$ cat src/rtl/lfsr_rng_pool_if.sv
// Stream, seed and status signals of lfsr_rng_pool.
// The master modport is the host/consumer side and the slave modport is the generator side.
interface lfsr_rng_pool_if #(
  parameter int unsigned SEED_WIDTH   = 32,
  parameter int unsigned OUTPUT_WIDTH = 16,
  parameter int unsigned CH_W         = 2,
  parameter int unsigned LVL_W        = 3
);
  logic                    generate_enable;
  logic                    seed_load;
  logic [CH_W-1:0]         seed_ch;
  logic [SEED_WIDTH-1:0]   seed_data;
  logic                    rd_ready;
  logic [OUTPUT_WIDTH-1:0] random_out;
  logic [CH_W-1:0]         random_ch;
  logic                    random_valid;
  logic [LVL_W-1:0]        fifo_level;
  logic [63:0]             key_material;
  logic                    health_fail;

  modport master (
    output generate_enable, seed_load, seed_ch, seed_data, rd_ready,
    input  random_out, random_ch, random_valid, fifo_level, key_material, health_fail
  );

  modport slave (
    input  generate_enable, seed_load, seed_ch, seed_data, rd_ready,
    output random_out, random_ch, random_valid, fifo_level, key_material, health_fail
  );
endinterface

$ cat src/rtl/lfsr_rng_pool.sv
// NUM_CH-lane LFSR random generator, round-robin into a first-word-fall-through FIFO.
// Define RNG_HEALTH_TEST_EN to build the repetition-count health test.
module lfsr_rng_pool #(
  parameter int unsigned SEED_WIDTH     = 32,
  parameter int unsigned OUTPUT_WIDTH   = 16,
  parameter int unsigned NUM_CH         = 4,
  parameter int unsigned FIFO_DEPTH     = 4,
  parameter logic [95:0] ENTROPY_SOURCE = 96'hDEADBEEFCAFEBABE12345678,
  parameter int unsigned REP_LIMIT      = 4
) (
  input logic            clk,
  input logic            rst,
  lfsr_rng_pool_if.slave bus_io
);
  localparam int unsigned CH_W  = (NUM_CH > 1) ? $clog2(NUM_CH) : 1;
  localparam int unsigned PTR_W = $clog2(FIFO_DEPTH);
  localparam int unsigned LVL_W = PTR_W + 1;
  localparam int unsigned ENT_W = OUTPUT_WIDTH + CH_W;
  localparam logic [SEED_WIDTH-1:0] RESET_SEED = ENTROPY_SOURCE[SEED_WIDTH-1:0];
  localparam logic [SEED_WIDTH-1:0] TAP_MASK =
      (SEED_WIDTH == 32) ? SEED_WIDTH'(32'h8020_0003) :
      (SEED_WIDTH == 16) ? SEED_WIDTH'(16'hB400) :
      ((SEED_WIDTH'(1) << (SEED_WIDTH - 1)) | (SEED_WIDTH'(1) << (SEED_WIDTH / 2)));

  logic [SEED_WIDTH-1:0]   lfsr_q [NUM_CH];
  logic [SEED_WIDTH-1:0]   lfsr_d [NUM_CH];
  logic [SEED_WIDTH-1:0]   cur_state, adv_state, seed_val;
  logic [95:0]             pool_q, pool_d;
  logic [CH_W-1:0]         rr_q, rr_d;
  logic                    gen_q;
  logic [ENT_W-1:0]        mem_q [FIFO_DEPTH];
  logic [PTR_W-1:0]        wptr_q, rptr_q;
  logic [LVL_W-1:0]        level_q, level_d;
  logic [63:0]             key_q;
  logic [OUTPUT_WIDTH-1:0] push_data;
  logic                    health_fail, push, pop, valid;

  always_comb begin
    cur_state = lfsr_q[0];
    for (int i = 1; i < NUM_CH; i++) begin
      if (rr_q == CH_W'(i)) cur_state = lfsr_q[i];
    end
    // Shift left, feedback into bit 0; an all-zero result would lock the lane up.
    adv_state = {cur_state[SEED_WIDTH-2:0], ^(cur_state & TAP_MASK)};
    if (adv_state == '0) adv_state = RESET_SEED;
    seed_val  = (bus_io.seed_data == '0) ? RESET_SEED : bus_io.seed_data;
    push_data = cur_state[OUTPUT_WIDTH-1:0];

    valid = (level_q != '0);
    push  = gen_q && (level_q < LVL_W'(FIFO_DEPTH)) && !health_fail && !bus_io.seed_load;
    pop   = valid && bus_io.rd_ready;

    for (int i = 0; i < NUM_CH; i++) begin
      lfsr_d[i] = lfsr_q[i];
      if (bus_io.seed_load && (int'(bus_io.seed_ch) == i)) lfsr_d[i] = seed_val;
      else if (push && (rr_q == CH_W'(i)))                lfsr_d[i] = adv_state;
    end

    rr_d = rr_q;
    if (push) rr_d = (rr_q == CH_W'(NUM_CH - 1)) ? '0 : rr_q + CH_W'(1);

    pool_d = push ? {pool_q[94:0], pool_q[95] ^ pool_q[47] ^ pool_q[15]} : pool_q;

    level_d = level_q;
    if (push && !pop)      level_d = level_q + LVL_W'(1);
    else if (!push && pop) level_d = level_q - LVL_W'(1);
  end

  always_ff @(posedge clk) begin
    if (rst) begin
      for (int i = 0; i < NUM_CH; i++) lfsr_q[i] <= RESET_SEED;
      pool_q  <= ENTROPY_SOURCE;
      rr_q    <= '0;
      gen_q   <= 1'b0;
      wptr_q  <= '0;
      rptr_q  <= '0;
      level_q <= '0;
      key_q   <= '0;
    end else begin
      for (int i = 0; i < NUM_CH; i++) lfsr_q[i] <= lfsr_d[i];
      pool_q  <= pool_d;
      rr_q    <= rr_d;
      gen_q   <= bus_io.generate_enable;
      level_q <= level_d;
      if (push) begin
        wptr_q <= wptr_q + PTR_W'(1);
        key_q  <= 64'(cur_state) ^ pool_q[63:0];
      end
      if (pop) rptr_q <= rptr_q + PTR_W'(1);
    end
  end

  // Storage needs no reset: the head is masked while the FIFO is empty.
  always_ff @(posedge clk) begin
    if (!rst && push) mem_q[wptr_q] <= {push_data, rr_q};
  end

`ifdef RNG_HEALTH_TEST_EN
  localparam int unsigned REP_W = $clog2(REP_LIMIT + 1);

  logic [REP_W-1:0]        rep_q, rep_d;
  logic [OUTPUT_WIDTH-1:0] last_q;
  logic                    health_q;

  // rep_q == 0 means no word pushed since reset/reseed, so nothing to compare against.
  assign rep_d = ((rep_q != '0) && (push_data == last_q)) ? rep_q + REP_W'(1) : REP_W'(1);

  always_ff @(posedge clk) begin
    if (rst) begin
      rep_q    <= '0;
      last_q   <= '0;
      health_q <= 1'b0;
    end else if (bus_io.seed_load) begin
      rep_q    <= '0;
      health_q <= 1'b0;
    end else if (push) begin
      rep_q  <= rep_d;
      last_q <= push_data;
      if (rep_d >= REP_W'(REP_LIMIT)) health_q <= 1'b1;
    end
  end

  assign health_fail = health_q;
`else
  assign health_fail = 1'b0;
`endif

  assign bus_io.random_valid = valid;
  assign bus_io.fifo_level   = level_q;
  assign bus_io.random_out   = valid ? mem_q[rptr_q][ENT_W-1:CH_W] : '0;
  assign bus_io.random_ch    = valid ? mem_q[rptr_q][CH_W-1:0] : '0;
  assign bus_io.key_material = key_q;
  assign bus_io.health_fail  = health_fail;
endmodule

$ cat src/flat_wrapper.sv
// flat-port wrapper written by rule: the top's interface ports become plain ports
module lfsr_rng_pool_flat 
#(
  parameter int unsigned SEED_WIDTH     = 32,
  parameter int unsigned OUTPUT_WIDTH   = 16,
  parameter int unsigned NUM_CH         = 4,
  parameter int unsigned FIFO_DEPTH     = 4,
  parameter logic [95:0] ENTROPY_SOURCE = 96'hDEADBEEFCAFEBABE12345678,
  parameter int unsigned REP_LIMIT      = 4
)
  (clk, rst, bus_io_generate_enable, bus_io_seed_load, bus_io_seed_ch, bus_io_seed_data, bus_io_rd_ready, bus_io_random_out, bus_io_random_ch, bus_io_random_valid, bus_io_fifo_level, bus_io_key_material, bus_io_health_fail);
  lfsr_rng_pool_if #(.SEED_WIDTH(SEED_WIDTH), .OUTPUT_WIDTH(OUTPUT_WIDTH), .CH_W(2), .LVL_W(3)) bus_io_i ();
  input logic clk;
  input logic rst;
  input wire logic [$bits(bus_io_i.generate_enable)-1:0] bus_io_generate_enable;
  input wire logic [$bits(bus_io_i.seed_load)-1:0] bus_io_seed_load;
  input wire logic [$bits(bus_io_i.seed_ch)-1:0] bus_io_seed_ch;
  input wire logic [$bits(bus_io_i.seed_data)-1:0] bus_io_seed_data;
  input wire logic [$bits(bus_io_i.rd_ready)-1:0] bus_io_rd_ready;
  output wire logic [$bits(bus_io_i.random_out)-1:0] bus_io_random_out;
  output wire logic [$bits(bus_io_i.random_ch)-1:0] bus_io_random_ch;
  output wire logic [$bits(bus_io_i.random_valid)-1:0] bus_io_random_valid;
  output wire logic [$bits(bus_io_i.fifo_level)-1:0] bus_io_fifo_level;
  output wire logic [$bits(bus_io_i.key_material)-1:0] bus_io_key_material;
  output wire logic [$bits(bus_io_i.health_fail)-1:0] bus_io_health_fail;
  assign bus_io_i.generate_enable = bus_io_generate_enable;
  assign bus_io_i.seed_load = bus_io_seed_load;
  assign bus_io_i.seed_ch = bus_io_seed_ch;
  assign bus_io_i.seed_data = bus_io_seed_data;
  assign bus_io_i.rd_ready = bus_io_rd_ready;
  assign bus_io_random_out = bus_io_i.random_out;
  assign bus_io_random_ch = bus_io_i.random_ch;
  assign bus_io_random_valid = bus_io_i.random_valid;
  assign bus_io_fifo_level = bus_io_i.fifo_level;
  assign bus_io_key_material = bus_io_i.key_material;
  assign bus_io_health_fail = bus_io_i.health_fail;
  lfsr_rng_pool #(.SEED_WIDTH(SEED_WIDTH), .OUTPUT_WIDTH(OUTPUT_WIDTH), .NUM_CH(NUM_CH), .FIFO_DEPTH(FIFO_DEPTH), .ENTROPY_SOURCE(ENTROPY_SOURCE), .REP_LIMIT(REP_LIMIT)) u_core (.clk(clk), .rst(rst), .bus_io(bus_io_i));
endmodule
$ cat config.mk
export PLATFORM = sky130hd
export DESIGN_NAME = lfsr_rng_pool_flat
export DESIGN_NICKNAME = d
export VERILOG_FILES = /design/src/rtl/lfsr_rng_pool_if.sv /design/src/rtl/lfsr_rng_pool.sv /design/src/flat_wrapper.sv
export SDC_FILE = /design/constraint.sdc
export NUM_CORES = 1
export LEC_CHECK = 0
export BUFFER_PORTS_ARGS = -buffer_cell sky130_fd_sc_hd__buf_2
export CORE_MARGIN = 2
export CORE_UTILIZATION = 55
export DETAILED_ROUTE_END_ITERATION = 7
export HOLD_SLACK_MARGIN = 0.06
export PLACE_DENSITY_LB_ADDON = 0.05
export SETUP_SLACK_MARGIN = 0.5
export SYNTH_ARGS = -nofsm -noshare
export SYNTH_HDL_FRONTEND = slang
export SYNTH_SLANG_ARGS = --single-unit
$ cat constraint.sdc
create_clock -name clk -period 6.6 [get_ports clk]
set_clock_uncertainty 0.15 [all_clocks]
set_input_delay 0.33 -clock clk [delete_from_list [all_inputs] [get_ports clk]]
set_output_delay 0.33 -clock clk [all_outputs]
set_load 0.02 [all_outputs]
Word-level counts from Yosys, hierarchy flattened:

Memories as Yosys holds them, arrays and structs flattened. A register that Yosys moved wholly into a read port is not among the register bits.
Cells that the tools add are included.

* multiplexer cells: 29
* order comparisons: 1
* reductions and logical operators: 25
* add/subtract/negate cells: 5
* bitwise logic cells: 7
* equality and inequality tests: 6

Operator list (number)
* two-way mux 32 bit: 17
* logical NOT 32 bit: 2
* bitwise XOR 32 x 64 -> 64 bit: 1
* XOR reduction 32 bit: 1
* two-way mux 16 bit: 1
* logical AND 1 bit: 14
* == test 2 bit (second input constant): 4
* two-way mux 2 bit: 4
* adder 2 x 1 -> 2 bit (second input constant): 3
* two-way mux 3 bit: 2
* two-way mux 1 bit: 5
* == test 2 x 1 -> 1 bit (second input constant): 2
* logical NOT 1 bit: 4
* logical NOT 2 bit: 2
* bitwise OR 1 bit: 4
* adder 3 x 1 -> 3 bit (second input constant): 1
* less-than comparator 3 bit (second input constant): 1
* nonzero test 3 bit: 1
* subtractor 3 x 1 -> 3 bit (second input constant): 1
* nonzero test 2 bit: 1
* bitwise XOR 1 bit: 2

* bits in writable memories: 200
* output and inout port bits: 87
* input bits: 39
* bits in registers: 170
* memories kept: 2

Memory list
* u_core.lfsr_q: words 4, bits a word 32, read ports 4, clocked after Yosys merged registers in 0, wr ports 4, RTL line lfsr_rng_pool.sv:25 `logic [SEED_WIDTH-1:0] lfsr_q [NUM_CH];`
* u_core.mem_q: words 4, bits a word 18, read ports 1, clocked after Yosys merged registers in 1, wr ports 1, RTL line lfsr_rng_pool.sv:31 `logic [ENT_W-1:0] mem_q [FIFO_DEPTH];`

Depth between registers and ports, before layout:

* depth in word-level cells: 10
* depth in mapped cells: 12

Worst setup path after synthesis:

OpenSTA, ideal clock, no wires.

* path type: register to register
* start point: register u_core.level_q[2] (netlist: u_core.bus_io.fifo_level[2])
* end point: memory u_core.mem_q[1][0] (netlist name) (enable)
* setup time: 0.420 ns
* stages on the path, launching flop included: 6
* path slack: 3.558 ns
* arrival: 2.472 ns
* cells stage by stage: dfxtp_1 > nor2_1 > nand2_1 > clkbuf_1 > clkbuf_1 > nor3b_1

* cells in the longest elaborated chain, start to end: 6

RTL lines
* start, declared: RTL line lfsr_rng_pool.sv:33 `logic [LVL_W-1:0] level_q, level_d;`
* start signal, assigned: RTL line lfsr_rng_pool.sv:84 `level_q <= level_d;`
* less-than comparator 3 bit: RTL line lfsr_rng_pool.sv:50 `push = gen_q && (level_q < LVL_W'(FIFO_DEPTH)) && !health_fail && !bus_io.seed_load;`
* logical AND 1 bit (2 in series): RTL line lfsr_rng_pool.sv:50
* logical AND 1 bit: RTL line lfsr_rng_pool.sv:95 `if (!rst && push) mem_q[wptr_q] <= {push_data, rr_q};`
* two-way mux 1 bit: RTL line lfsr_rng_pool.sv:95
* two-way mux 1 bit (implied by the code): RTL line lfsr_rng_pool.sv:95
* end, declared: RTL line lfsr_rng_pool.sv:31

Every way passes these cells.

==> flow_summary.toml <==
[grt]
grt.overflow.total = 0
grt_usage = 0.301
grt_pass1_vias = 12600
grt_max_degree = 106
antenna_found_initial = 3
grt_pass1_wl_um = 71800

[setup_path]
slowest_stage = "clkinv_1"
critPathTopFamily = "compound AO/OA/AOI/OAI gates"
cp-start-kind = "register"
slowest_delay_ns = 0.65
ff2ff_setup_slack_ns = 2.56
cp-end-kind = "register"
crit_type = "reg -> reg"
cp_cell_sequence = "ha_2, clkinv_1, o21ai_0, o2111ai_1, nor4_1, o2111a_2, nand4_4, o211ai_1"
crit_buf_inv = 1
r2r-start = "u_core.rr_q[0]"
cp.required_ns = 6.89
crit_fanout = 25
r2r_cells = 8
rr_endpoint = "u_core.lfsr_q[1][25]"
arrival_ns = 4.33

[synth]
yosysSeqAreaShare = 0.505
synth_edf_count = 72
synth-compound-area-share = 0.161
synth_xor_xnor_area_share = 0.0238
synth_area_mm2 = 0.0158
synth_top_family_by_area = "simple AND/OR/NAND/NOR gates"
synthesis.nets = 1791
synth_flop_cell = "dfxtp_1"
postSynthAreaPerCell_um2 = 9.07
ys_async_sr_fraction = 0
synth_cell_type_count = 75
yosys_register_bits = 363
synthSimpleGateAreaFrac = 0.193
yosys_warnings = 0
synthMuxAreaShare = 0.0651
yosys.area_share.adder = 0.00839
syn_inst = 1742

[hold_path]
min_path_type = "in -> reg"
whs_path_depth = 4
holdPathEnd = "u_core.rptr_q[1]"
worstHoldStart = "bus_io_rd_ready"

[placement]
gp_congestion = 0.941
dpl.cell_count = 2130
post-dp-hpwl_um = 29300
place.port_buffers = 124
pre_cts_ws_ns = 2.58

[detailed_routing]
finalWirelength_um = 46100
drc_errors = 0
num_vias = 13400
avgRoutedWirePerCell_um = 20.7
via_per_inst = 6.03
first_iter_violations = 1465
drtPass1Iterations = 6
ant_nets = 0

[timing]
max_freq_mhz = 248
finalSetupViolCount = 0
period_needed_ns = 4.04
maxSlewViolCount = 0
timing.setup.tns_ns = 0
holdWs_ns = 0.0684
final.setup.worst_slack_ns = 2.56
final-hold-violation-count = 0
fin_crit_sh = 0.612
relSlewSlack = 0.127
rsz0062_at_grt = "no"
worstMarginPinSlew_ns = 1.30

[power_and_ir_drop]
internal_power_mw = 4.18
switching_share = 0.295
ir_drop_v = 0.000223
powerDensity_mw_per_mm2 = 329
p_sw_mw = 1.75
p_comb_frac = 0.203
p_seq_frac = 0.425
pwr-share-clk = 0.372
p_leak_nw = 6.92

[cts]
cts_root_buffer = "clkbuf_16"
clkLatencyLatePin_ns = 0.54
clk_pin_slew_worst_paths_ns = 0.06
clock-sinks = 363
cts_buffers = 40
cts_buffer_depth = 3
htreeDepth = 2
cts_resized = 0
cts_tree = "yes"
post_cts_buffers = 0

[cells_and_area]
fin_util = 0.634
layout-drive-gt1-share = 0.147
layout_common_cells = "385 x nand2_1, 291 x dfxtp_1, 177 x a21oi_1"
syn_to_final_growth_pct = 14.2
layout_commonest_cell = "nand2_1"
fin_nets = 1857
num-fill-cells = 2398
finalNonFillerCells = 2223

[die]
ios = 126
rows = 62
start_util = 0.555
dieHeight_um = 174
core_mm2 = 0.0285
fp.dieW_um = 174
die-area_mm2 = 0.0301

[status]
status = "complete, no violations"

[flow_run]
cap_viol_max_count = 0
[tightest hold or removal path: stages]
cell and delay (ns):
buf_2 0.11, nand3_1 0.08, xor2_1 0.07, nor2_1 0.10
[registers in the layout (all words and copies together) (netlist names), named ones only]
register / cells
u_core.rr_q: 2
u_core.wptr_q: 2
u_core.bus_io.fifo_level: 3
u_core.mem_q: 72
u_core.gen_q: 1
u_core.lfsr_q: 128
u_core.bus_io.key_material: 64
u_core.pool_q: 87
u_core.rptr_q: 2
[what timing repair did]
action	in CTS	in global routing
hold buffers	20	0
endpoints found under the hold margin	58	0
endpoints found under the setup margin	0	0
[routing by layer]
layer  wire length [µm]  vias to the layer above  GRT usage
met5                 33                        -          0
met3               4580                      135     0.0785
met2              20200                      657      0.452
met4               1980                        4      0.133
li1                   -                     6215          -
met1              19200                     6389      0.411
[how the worst max path moves through the flow]
stage	start	to	slack [ns]	cells past startpoint
2_1_floorplan	u_core.bus_io.fifo_level[2]	u_core.mem_q[1][0]	3.56	5
3_3_place_gp	bus_io_seed_load	u_core.lfsr_q[2][13]	2.69	9
3_5_place_dp	bus_io_seed_load	u_core.lfsr_q[2][27]	2.58	9
4_1_cts	u_core.rr_q[0]	u_core.lfsr_q[1][25]	2.72	8
5_1_grt	u_core.bus_io.fifo_level[2]	u_core.lfsr_q[2][7]	2.30	8
6_report	u_core.rr_q[0]	u_core.lfsr_q[1][25]	2.56	8
[per-stage QoR]
| step | power [mW] | instance area, µm² |
|---|---|---|
| 4_1_cts | 5.96 | 18000 |
| 6_report | 5.93 | 18000 |
| 3_5_place_dp | 3.76 | 16500 |
| 2_1_floorplan | 3.39 | 15800 |
| 3_3_place_gp | 3.75 | 16500 |
| 5_1_grt | 6.18 | 18000 |
[Yosys cell counts (9+ instances only)]
cell	number	share of area
buf_2	10	0.0032
ha_1	9	0.0071
o211ai_1	9	0.0043
inv_1	12	0.0028
buf_4	11	0.0052
xor2_1	19	0.011
nand2_1	386	0.092
dfxtp_1	291	0.37
o21ai_0	40	0.013
nor2_1	173	0.041
nor4_1	15	0.0059
edfxtp_1	72	0.14
mux2_2	12	0.0085
nor3_1	14	0.0044
a221oi_1	22	0.012
o21ai_1	11	0.0035
mux4_2	18	0.026
and2_1	20	0.0079
mux2i_1	33	0.021
buf_1	16	0.0038
a211oi_1	34	0.016
clkbuf_1	100	0.024
xnor2_1	24	0.013
a22oi_1	66	0.031
a21oi_1	177	0.056
nand3b_1	37	0.018
[power by group through the flow]
stage	logic, mW	registers [mW]	clock network, mW
2_1_floorplan	0.819	2.57	0
3_5_place_dp	1.20	2.57	0
5_1_grt	1.31	2.54	2.33
3_3_place_gp	1.18	2.56	0
4_1_cts	1.21	2.52	2.23
6_report	1.21	2.52	2.21
[kinds of logic (layout without fill, tap and decap cells)]
kind of cell / count (synthesis) / count (layout)
compound gates: 399 / 399
xor+xnor: 43 / 43
fa+ha+maj: 10 / 10
buf+inv: 158 / 254
flops: 363 / 363
mux: 74 / 74
other cells: 1 / 2
simple gates: 694 / 694
[cell type report]
| type | count | area (µm²) | area share |
|---|---|---|---|
| well taps | 384 | 480 | 0.0266 |
| inverters | 14 | 55.1 | 0.00305 |
| clock inverters | 11 | 120 | 0.00666 |
| flip-flops and latches | 363 | 7990 | 0.443 |
| clock buffers | 61 | 1190 | 0.0659 |
| repair buffers | 168 | 1010 | 0.0559 |
| diodes | 1 | 2.50 | 0.000139 |
| multi-input cells | 1221 | 7200 | 0.399 |
Note: power is estimated with default switching activity, not from simulation.
